<file path="src/rtl/uart_bus_bridge_pkg.sv">
// Shared definitions for the UART-to-bus debug bridge.
//   OP_WRITE / OP_READ : command opcodes ('W' / 'R')
//   RSP_ACK / RSP_ERR  : single-byte responses ('K' / '?')
//   state_e            : main frame/response state encoding
package uart_bus_bridge_pkg;

    localparam logic [7:0] OP_WRITE = 8'h57;
    localparam logic [7:0] OP_READ  = 8'h52;
    localparam logic [7:0] RSP_ACK  = 8'h4B;
    localparam logic [7:0] RSP_ERR  = 8'h3F;

    typedef enum logic [2:0] {
        StIdle     = 3'd0,
        StAddr     = 3'd1,
        StData     = 3'd2,
        StBus      = 3'd3,
        StRespLoad = 3'd4,
        StRespWait = 3'd5
    } state_e;

endpackage

</file>
<file path="src/rtl/uart_bus_bridge_if.sv">
// Signal bundle between the bridge and its surroundings (UART receiver/sender and peripheral bus).
//   rx_data/rx_valid   : received byte and its one-cycle strobe
//   tx_data/tx_en      : byte to send and its one-cycle send strobe
//   tx_status          : sender idle flag (1 = idle)
//   rd/wr/addr/wdata   : single-cycle bus strobes, address and write data
//   rdata              : combinational bus read data
//   busy/frame_err     : bridge activity flag and error pulse
// master = bridge side, slave = environment side.
interface uart_bus_bridge_if;

    logic [7:0]  rx_data;
    logic        rx_valid;
    logic [7:0]  tx_data;
    logic        tx_en;
    logic        tx_status;
    logic        rd;
    logic        wr;
    logic [31:0] addr;
    logic [31:0] wdata;
    logic [31:0] rdata;
    logic        busy;
    logic        frame_err;

    modport master (
        input  rx_data, rx_valid, tx_status, rdata,
        output tx_data, tx_en, rd, wr, addr, wdata, busy, frame_err
    );

    modport slave (
        output rx_data, rx_valid, tx_status, rdata,
        input  tx_data, tx_en, rd, wr, addr, wdata, busy, frame_err
    );

endinterface

</file>
<file path="src/rtl/uart_bus_bridge_txq.sv">
// Response byte queue: holds up to four response bytes (MSB first) and runs the
// tx_en/tx_status handshake while the main FSM sits in RESP_LOAD / RESP_WAIT.
//   load/load_word/load_rem : capture a new response; load_rem = byte count - 1
//   in_load/in_wait         : main FSM is in RESP_LOAD / RESP_WAIT
//   tx_status               : sender idle flag
//   tx_data/tx_en           : registered byte and send strobe
//   fire                    : byte handed to the sender this cycle
//   wait_done               : sender finished the current byte
//   last                    : current byte is the final one of the response
module uart_bus_bridge_txq (
    input  logic        CLK,
    input  logic        Reset,
    input  logic        load,
    input  logic [31:0] load_word,
    input  logic [1:0]  load_rem,
    input  logic        in_load,
    input  logic        in_wait,
    input  logic        tx_status,
    output logic [7:0]  tx_data,
    output logic        tx_en,
    output logic        fire,
    output logic        wait_done,
    output logic        last
);

    logic [31:0] resp_q, resp_d;
    logic [1:0]  rem_q, rem_d;
    logic        first_q, first_d;
    logic [7:0]  tx_data_q, tx_data_d;
    logic        tx_en_q, tx_en_d;

    always_ff @(posedge CLK or posedge Reset) begin
        if (Reset) begin
            resp_q    <= '0;
            rem_q     <= '0;
            first_q   <= 1'b0;
            tx_data_q <= '0;
            tx_en_q   <= 1'b0;
        end else begin
            resp_q    <= resp_d;
            rem_q     <= rem_d;
            first_q   <= first_d;
            tx_data_q <= tx_data_d;
            tx_en_q   <= tx_en_d;
        end
    end

    assign fire      = in_load & tx_status;
    // The sender's idle flag only drops one cycle after tx_en, so the first
    // RESP_WAIT cycle still shows a stale "idle" and must be skipped.
    assign wait_done = in_wait & ~first_q & tx_status;
    assign last      = (rem_q == 2'd0);

    always_comb begin
        resp_d    = resp_q;
        rem_d     = rem_q;
        tx_data_d = tx_data_q;
        tx_en_d   = 1'b0;
        first_d   = 1'b0;
        if (load) begin
            resp_d = load_word;
            rem_d  = load_rem;
        end else if (fire) begin
            tx_data_d = resp_q[31:24];
            resp_d    = {resp_q[23:0], 8'h00};
            tx_en_d   = 1'b1;
            first_d   = 1'b1;
        end else if (wait_done && !last) begin
            rem_d = rem_q - 2'd1;
        end
    end

    assign tx_data = tx_data_q;
    assign tx_en   = tx_en_q;

endmodule

</file>
<file path="src/rtl/uart_bus_bridge.sv">
// UART command-frame to peripheral-bus bridge (second bus master beside the CPU).
// Frames: 'W' A3..A0 D3..D0 -> one write cycle, reply 'K'.
//         'R' A3..A0        -> one read cycle, reply rdata MSB first.
//         any other opcode  -> reply '?', frame_err pulse.
// A stalled frame (TIMEOUT_CYCLES without a byte) is dropped with a frame_err pulse.
//   CLK, Reset : clock, asynchronous active-high reset
//   bus        : master modport of uart_bus_bridge_if (UART + bus signals)
module uart_bus_bridge
    import uart_bus_bridge_pkg::*;
#(
    parameter int unsigned TIMEOUT_CYCLES = 100000,
    parameter int unsigned TIMEOUT_W      = 17
) (
    input  logic             CLK,
    input  logic             Reset,
    uart_bus_bridge_if.master bus
);

    localparam logic [TIMEOUT_W-1:0] TMO_MAX = TIMEOUT_W'(TIMEOUT_CYCLES);

    state_e               state_q, state_d;
    logic                 op_wr_q, op_wr_d;
    logic [1:0]           cnt_q, cnt_d;
    logic [31:0]          addr_q, addr_d;
    logic [31:0]          wdata_q, wdata_d;
    logic [TIMEOUT_W-1:0] tmo_q, tmo_d;
    logic                 frame_err_q, frame_err_d;

    logic        good_op, bad_op, timeout, in_frame;
    logic        load, fire, wait_done, last;
    logic [31:0] load_word;
    logic [1:0]  load_rem;

    assign good_op  = (bus.rx_data == OP_WRITE) || (bus.rx_data == OP_READ);
    assign bad_op   = (state_q == StIdle) && bus.rx_valid && !good_op;
    assign in_frame = (state_q == StAddr) || (state_q == StData);
    assign timeout  = in_frame && (tmo_q == TMO_MAX);

    // State register
    always_ff @(posedge CLK or posedge Reset) begin
        if (Reset) state_q <= StIdle;
        else       state_q <= state_d;
    end

    // Next-state logic
    always_comb begin
        state_d = state_q;
        unique case (state_q)
            StIdle: if (bus.rx_valid) state_d = good_op ? StAddr : StRespLoad;
            StAddr: begin
                if (timeout) state_d = StIdle;
                else if (bus.rx_valid && cnt_q == 2'd3) state_d = op_wr_q ? StData : StBus;
            end
            StData: begin
                if (timeout) state_d = StIdle;
                else if (bus.rx_valid && cnt_q == 2'd3) state_d = StBus;
            end
            StBus:      state_d = StRespLoad;
            StRespLoad: if (fire) state_d = StRespWait;
            StRespWait: if (wait_done) state_d = last ? StIdle : StRespLoad;
            default:    state_d = StIdle;
        endcase
    end

    // Outputs and response loading
    always_comb begin
        bus.rd      = (state_q == StBus) && !op_wr_q;
        bus.wr      = (state_q == StBus) && op_wr_q;
        bus.busy    = (state_q != StIdle);
        load        = (state_q == StBus) || bad_op;
        load_word   = {RSP_ERR, 24'h0};
        load_rem    = 2'd0;
        frame_err_d = bad_op || timeout;
        if (state_q == StBus) begin
            load_word = op_wr_q ? {RSP_ACK, 24'h0} : bus.rdata;
            load_rem  = op_wr_q ? 2'd0 : 2'd3;
        end
    end

    // Frame datapath
    always_ff @(posedge CLK or posedge Reset) begin
        if (Reset) begin
            op_wr_q     <= 1'b0;
            cnt_q       <= '0;
            addr_q      <= '0;
            wdata_q     <= '0;
            tmo_q       <= '0;
            frame_err_q <= 1'b0;
        end else begin
            op_wr_q     <= op_wr_d;
            cnt_q       <= cnt_d;
            addr_q      <= addr_d;
            wdata_q     <= wdata_d;
            tmo_q       <= tmo_d;
            frame_err_q <= frame_err_d;
        end
    end

    always_comb begin
        op_wr_d = op_wr_q;
        cnt_d   = cnt_q;
        addr_d  = addr_q;
        wdata_d = wdata_q;
        tmo_d   = tmo_q;
        if (!in_frame || bus.rx_valid) tmo_d = '0;
        else if (tmo_q != TMO_MAX)     tmo_d = tmo_q + TIMEOUT_W'(1);
        if (state_q == StIdle && bus.rx_valid && good_op) begin
            op_wr_d = (bus.rx_data == OP_WRITE);
            cnt_d   = 2'd0;
        end
        // cnt wraps 3->0 exactly when the state moves on, so it never overruns a field.
        if (bus.rx_valid && !timeout) begin
            if (state_q == StAddr) begin
                addr_d = {addr_q[23:0], bus.rx_data};
                cnt_d  = cnt_q + 2'd1;
            end else if (state_q == StData) begin
                wdata_d = {wdata_q[23:0], bus.rx_data};
                cnt_d   = cnt_q + 2'd1;
            end
        end
    end

    assign bus.addr      = addr_q;
    assign bus.wdata     = wdata_q;
    assign bus.frame_err = frame_err_q;

    uart_bus_bridge_txq u_txq (
        .CLK       (CLK),
        .Reset     (Reset),
        .load      (load),
        .load_word (load_word),
        .load_rem  (load_rem),
        .in_load   (state_q == StRespLoad),
        .in_wait   (state_q == StRespWait),
        .tx_status (bus.tx_status),
        .tx_data   (bus.tx_data),
        .tx_en     (bus.tx_en),
        .fire      (fire),
        .wait_done (wait_done),
        .last      (last)
    );

endmodule
</file>
<file path="src/flat_wrapper.sv">
// flat-port wrapper written by rule: the top's interface ports become plain ports
module uart_bus_bridge_flat import uart_bus_bridge_pkg::*;
#(
    parameter int unsigned TIMEOUT_CYCLES = 100000,
    parameter int unsigned TIMEOUT_W      = 17
)
  (CLK, Reset, bus_rx_data, bus_rx_valid, bus_tx_status, bus_rdata, bus_tx_data, bus_tx_en, bus_rd, bus_wr, bus_addr, bus_wdata, bus_busy, bus_frame_err);
  uart_bus_bridge_if bus_i ();
  input  logic CLK;
  input  logic Reset;
  input wire logic [$bits(bus_i.rx_data)-1:0] bus_rx_data;
  input wire logic [$bits(bus_i.rx_valid)-1:0] bus_rx_valid;
  input wire logic [$bits(bus_i.tx_status)-1:0] bus_tx_status;
  input wire logic [$bits(bus_i.rdata)-1:0] bus_rdata;
  output wire logic [$bits(bus_i.tx_data)-1:0] bus_tx_data;
  output wire logic [$bits(bus_i.tx_en)-1:0] bus_tx_en;
  output wire logic [$bits(bus_i.rd)-1:0] bus_rd;
  output wire logic [$bits(bus_i.wr)-1:0] bus_wr;
  output wire logic [$bits(bus_i.addr)-1:0] bus_addr;
  output wire logic [$bits(bus_i.wdata)-1:0] bus_wdata;
  output wire logic [$bits(bus_i.busy)-1:0] bus_busy;
  output wire logic [$bits(bus_i.frame_err)-1:0] bus_frame_err;
  assign bus_i.rx_data = bus_rx_data;
  assign bus_i.rx_valid = bus_rx_valid;
  assign bus_i.tx_status = bus_tx_status;
  assign bus_i.rdata = bus_rdata;
  assign bus_tx_data = bus_i.tx_data;
  assign bus_tx_en = bus_i.tx_en;
  assign bus_rd = bus_i.rd;
  assign bus_wr = bus_i.wr;
  assign bus_addr = bus_i.addr;
  assign bus_wdata = bus_i.wdata;
  assign bus_busy = bus_i.busy;
  assign bus_frame_err = bus_i.frame_err;
  uart_bus_bridge #(.TIMEOUT_CYCLES(TIMEOUT_CYCLES), .TIMEOUT_W(TIMEOUT_W)) u_core (.CLK(CLK), .Reset(Reset), .bus(bus_i));
endmodule
</file>
<file path="config.mk">
export PLATFORM = sky130hd
export DESIGN_NAME = uart_bus_bridge_flat
export DESIGN_NICKNAME = d
export VERILOG_FILES = /design/src/rtl/uart_bus_bridge_pkg.sv /design/src/rtl/uart_bus_bridge_if.sv /design/src/rtl/uart_bus_bridge_txq.sv /design/src/rtl/uart_bus_bridge.sv /design/src/flat_wrapper.sv
export SDC_FILE = /design/constraint.sdc
export NUM_CORES = 1
export LEC_CHECK = 0
export BUFFER_PORTS_ARGS = -buffer_cell sky130_fd_sc_hd__buf_4
export CORE_UTILIZATION = 47
export DETAILED_ROUTE_END_ITERATION = 8
export PLACE_DENSITY = 0.7
export SYNTH_ARGS = -nofsm -noshare
export SYNTH_HDL_FRONTEND = slang
export SYNTH_SLANG_ARGS = --single-unit
</file>
<file path="constraint.sdc">
create_clock -name CLK -period 5.49 [get_ports CLK]
set_clock_uncertainty 0.15 [all_clocks]
set_input_delay 0.549 -clock CLK [delete_from_list [all_inputs] [get_ports CLK]]
set_output_delay 0.549 -clock CLK [all_outputs]
set_load 0.05 [all_outputs]
</file>
# [After elaboration in Yosys (flattened, before gate mapping)]
# Cells that the tools add are included.
[word_totals] output_inout_bits=77 register_bits=131 in_bits=44 wordCells=94
[classes] n_reduce_logical=30 eq_ne=16 addsub=3 bitwise=6 muxes=28
[op_table] cell="two-way mux 32 bit" count=4
[op_table] cell="two-way mux 17 bit" count=2
[op_table] cell="two-way mux 3 bit" count=9
[op_table] cell="two-way mux 2 bit" count=9
[op_table] cell="case mux 3 bit (6 select lines)" count=1
[op_table] cell="adder 17 x 1 -> 17 bit (second input constant)" count=1
[op_table] cell="== test 17 bit (second input constant)" count=1
[op_table] cell="!= test 17 bit (second input constant)" count=1
[op_table] cell="== test 8 x 7 -> 1 bit (second input constant)" count=2
[op_table] cell="logical AND 1 bit" count=9
[op_table] cell="== test 3 x 2 -> 1 bit (second input constant)" count=2
[op_table] cell="== test 3 bit (second input constant)" count=2
[op_table] cell="!= test 2 x 1 -> 1 bit (second input constant)" count=3
[op_table] cell="!= test 3 x 1 -> 1 bit (second input constant)" count=2
[op_table] cell="AND reduction 2 bit" count=3
[op_table] cell="nonzero test 2 bit" count=3
[op_table] cell="zero test 1 bit" count=5
[op_table] cell="logical OR 1 bit" count=5
[op_table] cell="AND reduction 5 bit" count=1
[op_table] cell="AND 1 bit" count=3
[op_table] cell="== test 3 x 1 -> 1 bit (second input constant)" count=1
[op_table] cell="zero test 3 bit" count=1
[op_table] cell="two-way mux 1 bit" count=3
[op_table] cell="NOT 1 bit" count=3
[op_table] cell="other kinds (7)" count=7

# [Logic depth before layout (Yosys ltp)]
[logic_depth] depth_word=7 mapped_depth=9 ltp_nobuf=7

# [Cells and area by module]
# Synthesis repeated with hierarchy kept, for this count alone.
[hier_totals] cells_unflattened=515 area_unflattened_um2=6022.0
[modules_own_cells] mod="uart_bus_bridge" area_per_inst_um2=4140.2 seq_area_each_um2=2202.1 cells_each=338 instances=1
[modules_own_cells] mod="uart_bus_bridge_txq" area_per_inst_um2=1881.8 seq_area_each_um2=1076.0 cells_each=177 instances=1

# [Worst setup path before layout]
# No wires, ideal clock.
[synth_path] path_type="reg2out" start="register u_core.state_q[1]" end="output bus_rd" setup_slack_ns=3.359 stages_incl_launch_ff=7 t_required_ns=4.791 arrival_ns=1.432 path_buffers=3 path_cell_list="dfrtp_1 buf_4 nand2_1 or2_2 clkbuf_1 nor2_1 buf_2"
[synth_between] elab_chain_cells=2
[synth_rtl] item="start: declaration" line="uart_bus_bridge.sv:21" source="state_e state_q, state_d;"
[synth_rtl] item="start signal: assignment" line="uart_bus_bridge.sv:41" source="if (Reset) state_q <= StIdle;"
[synth_rtl] item="start signal: assignment" line="uart_bus_bridge.sv:42" source="else state_q <= state_d;"
[synth_rtl] item="== test 3 x 2 -> 1 bit" line="uart_bus_bridge.sv:67" source="bus.rd = (state_q == StBus) && !op_wr_q;"
[synth_rtl] item="logical AND 1 bit" line="uart_bus_bridge.sv:67"
[synth_rtl] item="end: declaration" line="flat_wrapper.sv:17" source="output wire logic [$bits(bus_i.rd)-1:0] bus_rd;"
# Every way passes these cells.

# [Worst setup path in the final report]
[layout_path] start="register u_core.state_q[1]" end="register u_core.u_txq.resp_q[25]"
[layout_between] elab_chain_cells=5 elab_cells_between_ends=10 cone_classes="2 x eq/ne; 2 x mux; 1 x bitwise; 5 x reduce/logical"
[layout_rtl] item="zero test 3 bit" line="uart_bus_bridge.sv:35" source="assign bad_op = (state_q == StIdle) && bus.rx_valid && !good_op;"
[layout_rtl] item="logical AND 1 bit (2 in series)" line="uart_bus_bridge.sv:35"
[layout_rtl] item="logical OR 1 bit" line="uart_bus_bridge.sv:70" source="load = (state_q == StBus) || bad_op;"
[layout_rtl] item="two-way mux 32 bit / nonzero test 2 bit (equally long branches)"
[layout_rtl] item="end signal: assignment" line="uart_bus_bridge_txq.sv:40" source="resp_q <= resp_d;"
[layout_rtl] item="end: declaration" line="uart_bus_bridge_txq.sv:26" source="logic [31:0] resp_q, resp_d;"
# Several ways; a longest one is shown, not always the timed one.
# A chain may end at the register's enable or synchronous reset.

==> impl_metrics.yaml <==
critical_path:
  r2r_cells: 5
  worstPathCellList: "nor2_1 -> nand3_1 -> inv_2 -> nor2_1 -> a221o_1"
  cp_slowest_stage_delay_ns: 0.76
  arrival_ns: 3.07
  critical_path.slowest_cell: "nand3_1"
  cp_common_cell: "nor2_1"
  timing.rr.start: "u_core.state_q[1]"
  endpoint: "u_core.u_txq.resp_q[25]"
  criticalPathCategory: "reg2reg"
  worst_setup_path_end_kind: "register"
  cp.required_ns: 5.64
  setup.worst_path.start: "u_core.state_q[1]"
  critPathLaunchType: "register"
  timing.rr.end: "u_core.u_txq.resp_q[25]"
  rrSetupSlack_ns: 2.57
  cp_max_fo: 31
power:
  power.leakage_nw: 3.79
  power_density_mw_per_mm2: 560
  vdd_drop_max_uv: 269
route:
  wl_met1_um: 5850
  routed_via_density: 5.23
  routed-wl-met2_um: 5750
  drt_iter0_drc: 278
  route.detailed.drc: 0
  wl_per_cell_um: 16.3
  wl_met3_um: 632
  firstDrtPassIters: 4
  highest_layer: "met4"
  routed_wl_um: 12400
  num_vias: 3991
  ant_nets: 0
run:
  max-cap-violations: 0
run_status:
  status: "finished, final reports clean"
cts:
  clock_path_buffers: 2
  clk_pin_slew_ns: 0.06
  cts_buffers: 17
  ctsResizeCount: 0
  cts_root_buffer: "clkbuf_16"
  cts_setup_buffers: 0
  clock-sinks: 131
  h-tree-depth: 4
  worstSkewPairLatency_ns: 0.41
  cts_tree: "yes"
  ctsHoldBuffers: 0
timing:
  setup_tns_ns: 0
  worstMarginPinSlew_ns: 1.10
  finalCritPeriodShare: 0.532
  finalCriticalPeriod_ns: 2.92
  fmax_mhz: 342
  rsz0062_at_grt: "no"
  hold_viol: 0
  slew_viol_final: 0
  setup_viol: 0
  slew_headroom: 0.270
  whs_ns: 0.194
cells_and_area:
  stdcell_area_sq_mm: 0.00754
  nets: 630
  antennaDiodeCount: 0
  final_common_cell: "dfrtp_1"
  final_cell_mix: "131 x dfrtp_1, 122 x buf_4, 60 x mux2_4"
  instances_no_fill: 763
  drive_gt1_frac: 0.393
  fillCellCount: 986
  synthToLayoutAreaGrowth_pct: 26.1
  final_core_util: 0.618
floorplanning:
  die_w_um: 115
  core_area_sq_mm: 0.0122
  die_y_um: 115
  start_util: 0.490
  ioPinCount: 121
  num_rows: 40
  die-area_sq_mm: 0.0132
yosys:
  synthArstFlopShare: 1.00
  ys_seq_area_frac: 0.548
  synth_edf_count: 0
  netlist_instances: 467
  yosys_warnings: 0
  ys_ff_latch: 131
  mappedNetlistArea_sq_mm: 0.00598
  synth_nets: 515
  synth-main-ff-cell: "dfrtp_1"
  synth.distinct_cells: 48
  syn_avg_cell_area_sq_um: 12.8
global_routing:
  grt-ovfl-total: 0
  grt_pass1_vias: 3906
  antenna_found_initial: 0
  grt_usage: 0.200
  grt_max_degree: 84
  grt_first_pass_wirelength_um: 20100
placement:
  dpl_cell_area_sq_mm: 0.00689
  dp.cells: 731
  numPortBuffers: 120
  gp_congestion: 0.752
  hpwl_um: 8200
hold_path:
  worstHoldPathType: "in2reg"
==> worst min-delay path by stage <==
stage / start / end / cells past startpoint
3_3_place_gp: u_core.u_txq.resp_q[29] / u_core.u_txq.tx_data[5] / 2
5_1_grt: bus_rdata[1] / u_core.u_txq.resp_q[1] / 2
3_5_place_dp: u_core.u_txq.resp_q[29] / u_core.u_txq.tx_data[5] / 2
2_1_floorplan: u_core.u_txq.resp_q[26] / u_core.u_txq.tx_data[2] / 2
4_1_cts: bus_rdata[1] / u_core.u_txq.resp_q[1] / 2
6_report: bus_rdata[1] / u_core.u_txq.resp_q[1] / 2
==> layout make-up <==
cell class / count / area, sq um / area share
Multi-Input combinational cell: 299 / 2440 / 0.323
Sequential cell: 131 / 3280 / 0.435
Inverter: 11 / 43.8 / 0.00581
Timing Repair Buffer: 122 / 916 / 0.121
Tap cell: 168 / 210 / 0.0279
Clock inverter: 7 / 143 / 0.0189
Clock buffer: 25 / 515 / 0.0683
==> synth_stat cells (2+ instances only) <==
master     count  area, sq um
dfrtp_1      131         3280
mux2_4        60          901
nand2_1       56          210
o21ai_0       31          155
nor2_1        25         93.8
a2bb2oi_1     18          158
a21oi_1       13         65.1
inv_1         10         37.5
nand2b_1       9         56.3
a22o_1         8         70.1
clkbuf_1       8         30.0
xor2_1         8         70.1
a221o_1        6         60.1
buf_12         6          120
buf_2          6         30.0
xnor2_1        6         52.6
mux2_2         5         56.3
nand3_1        5         25.0
buf_4          4         30.0
ha_1           4         50.1
nand4_1        4         25.0
nor3_1         4         20.0
or3_1          4         25.0
nand3b_1       3         22.5
nor2b_1        3         18.8
a31oi_1        2         12.5
and4_1         2         17.5
and4bb_2       2         25.0
buf_6          2         22.5
mux2i_1        2         20.0
nor4b_4        2         47.6
o22a_1         2         17.5
==> where the power goes <==
part	internal [W]	switching (W)	leakage, nW
Sequential	0.00124	0.000210	1.70
Combinational	0.000616	0.000921	1.77
Clock	0.000834	0.000409	0.324
==> state kept, by name (all words and copies together) (netlist names) <==
register              count
u_core.u_txq.rem_q        2
u_core.u_txq.tx_en        1
u_core.u_txq.tx_data      8
u_core.bus.wdata         32
u_core.op_wr_q            1
u_core.u_txq.resp_q      32
u_core.state_q            3
u_core.bus.frame_err      1
u_core.cnt_q              2
u_core.tmo_q             17
u_core.bus.addr          32
==> critical path, delay by kind of cell (launching register included) <==
| kind | cells | cell delay (ns) |
|---|---|---|
| AOI/OAI and AO/OA | 1 | 0.36 |
| DFF | 1 | 0.48 |
| buffers and inverters | 1 | 0.56 |
| and+or+nand+nor | 3 | 1.25 |
==> per-stage QoR <==
stage / worst slack (ns) / total power, W
floorplan: 1.29 / 0.00259
global placement: 2.65 / 0.00295
detailed placement: 2.52 / 0.00299
CTS: 2.58 / 0.00425
global route: 2.33 / 0.00441
finish: 2.57 / 0.00423
==> metal layers <==
| layer | vias up | track usage |
|---|---|---|
| li1 | 1879 | - |
| met1 | 1984 | 0.273 |
| met2 | 110 | 0.302 |
| met3 | 18 | 0.0548 |
| met4 | 0 | 0.0831 |
| met5 | - | 0 |
==> cells by family (layout without fill, tap and decap cells) <==
group,Yosys count,after routing,share of synthesized area
AOI/OAI and AO/OA,82,82,0.0950
muxes,67,67,0.163
buffers and inverters,37,165,0.0458
and+or+nand+nor,132,132,0.119
DFF,131,131,0.548
adders and majority gates,4,4,0.00837
xor gates and xnor gates,14,14,0.0205
(Power assumes the default switching activity.)
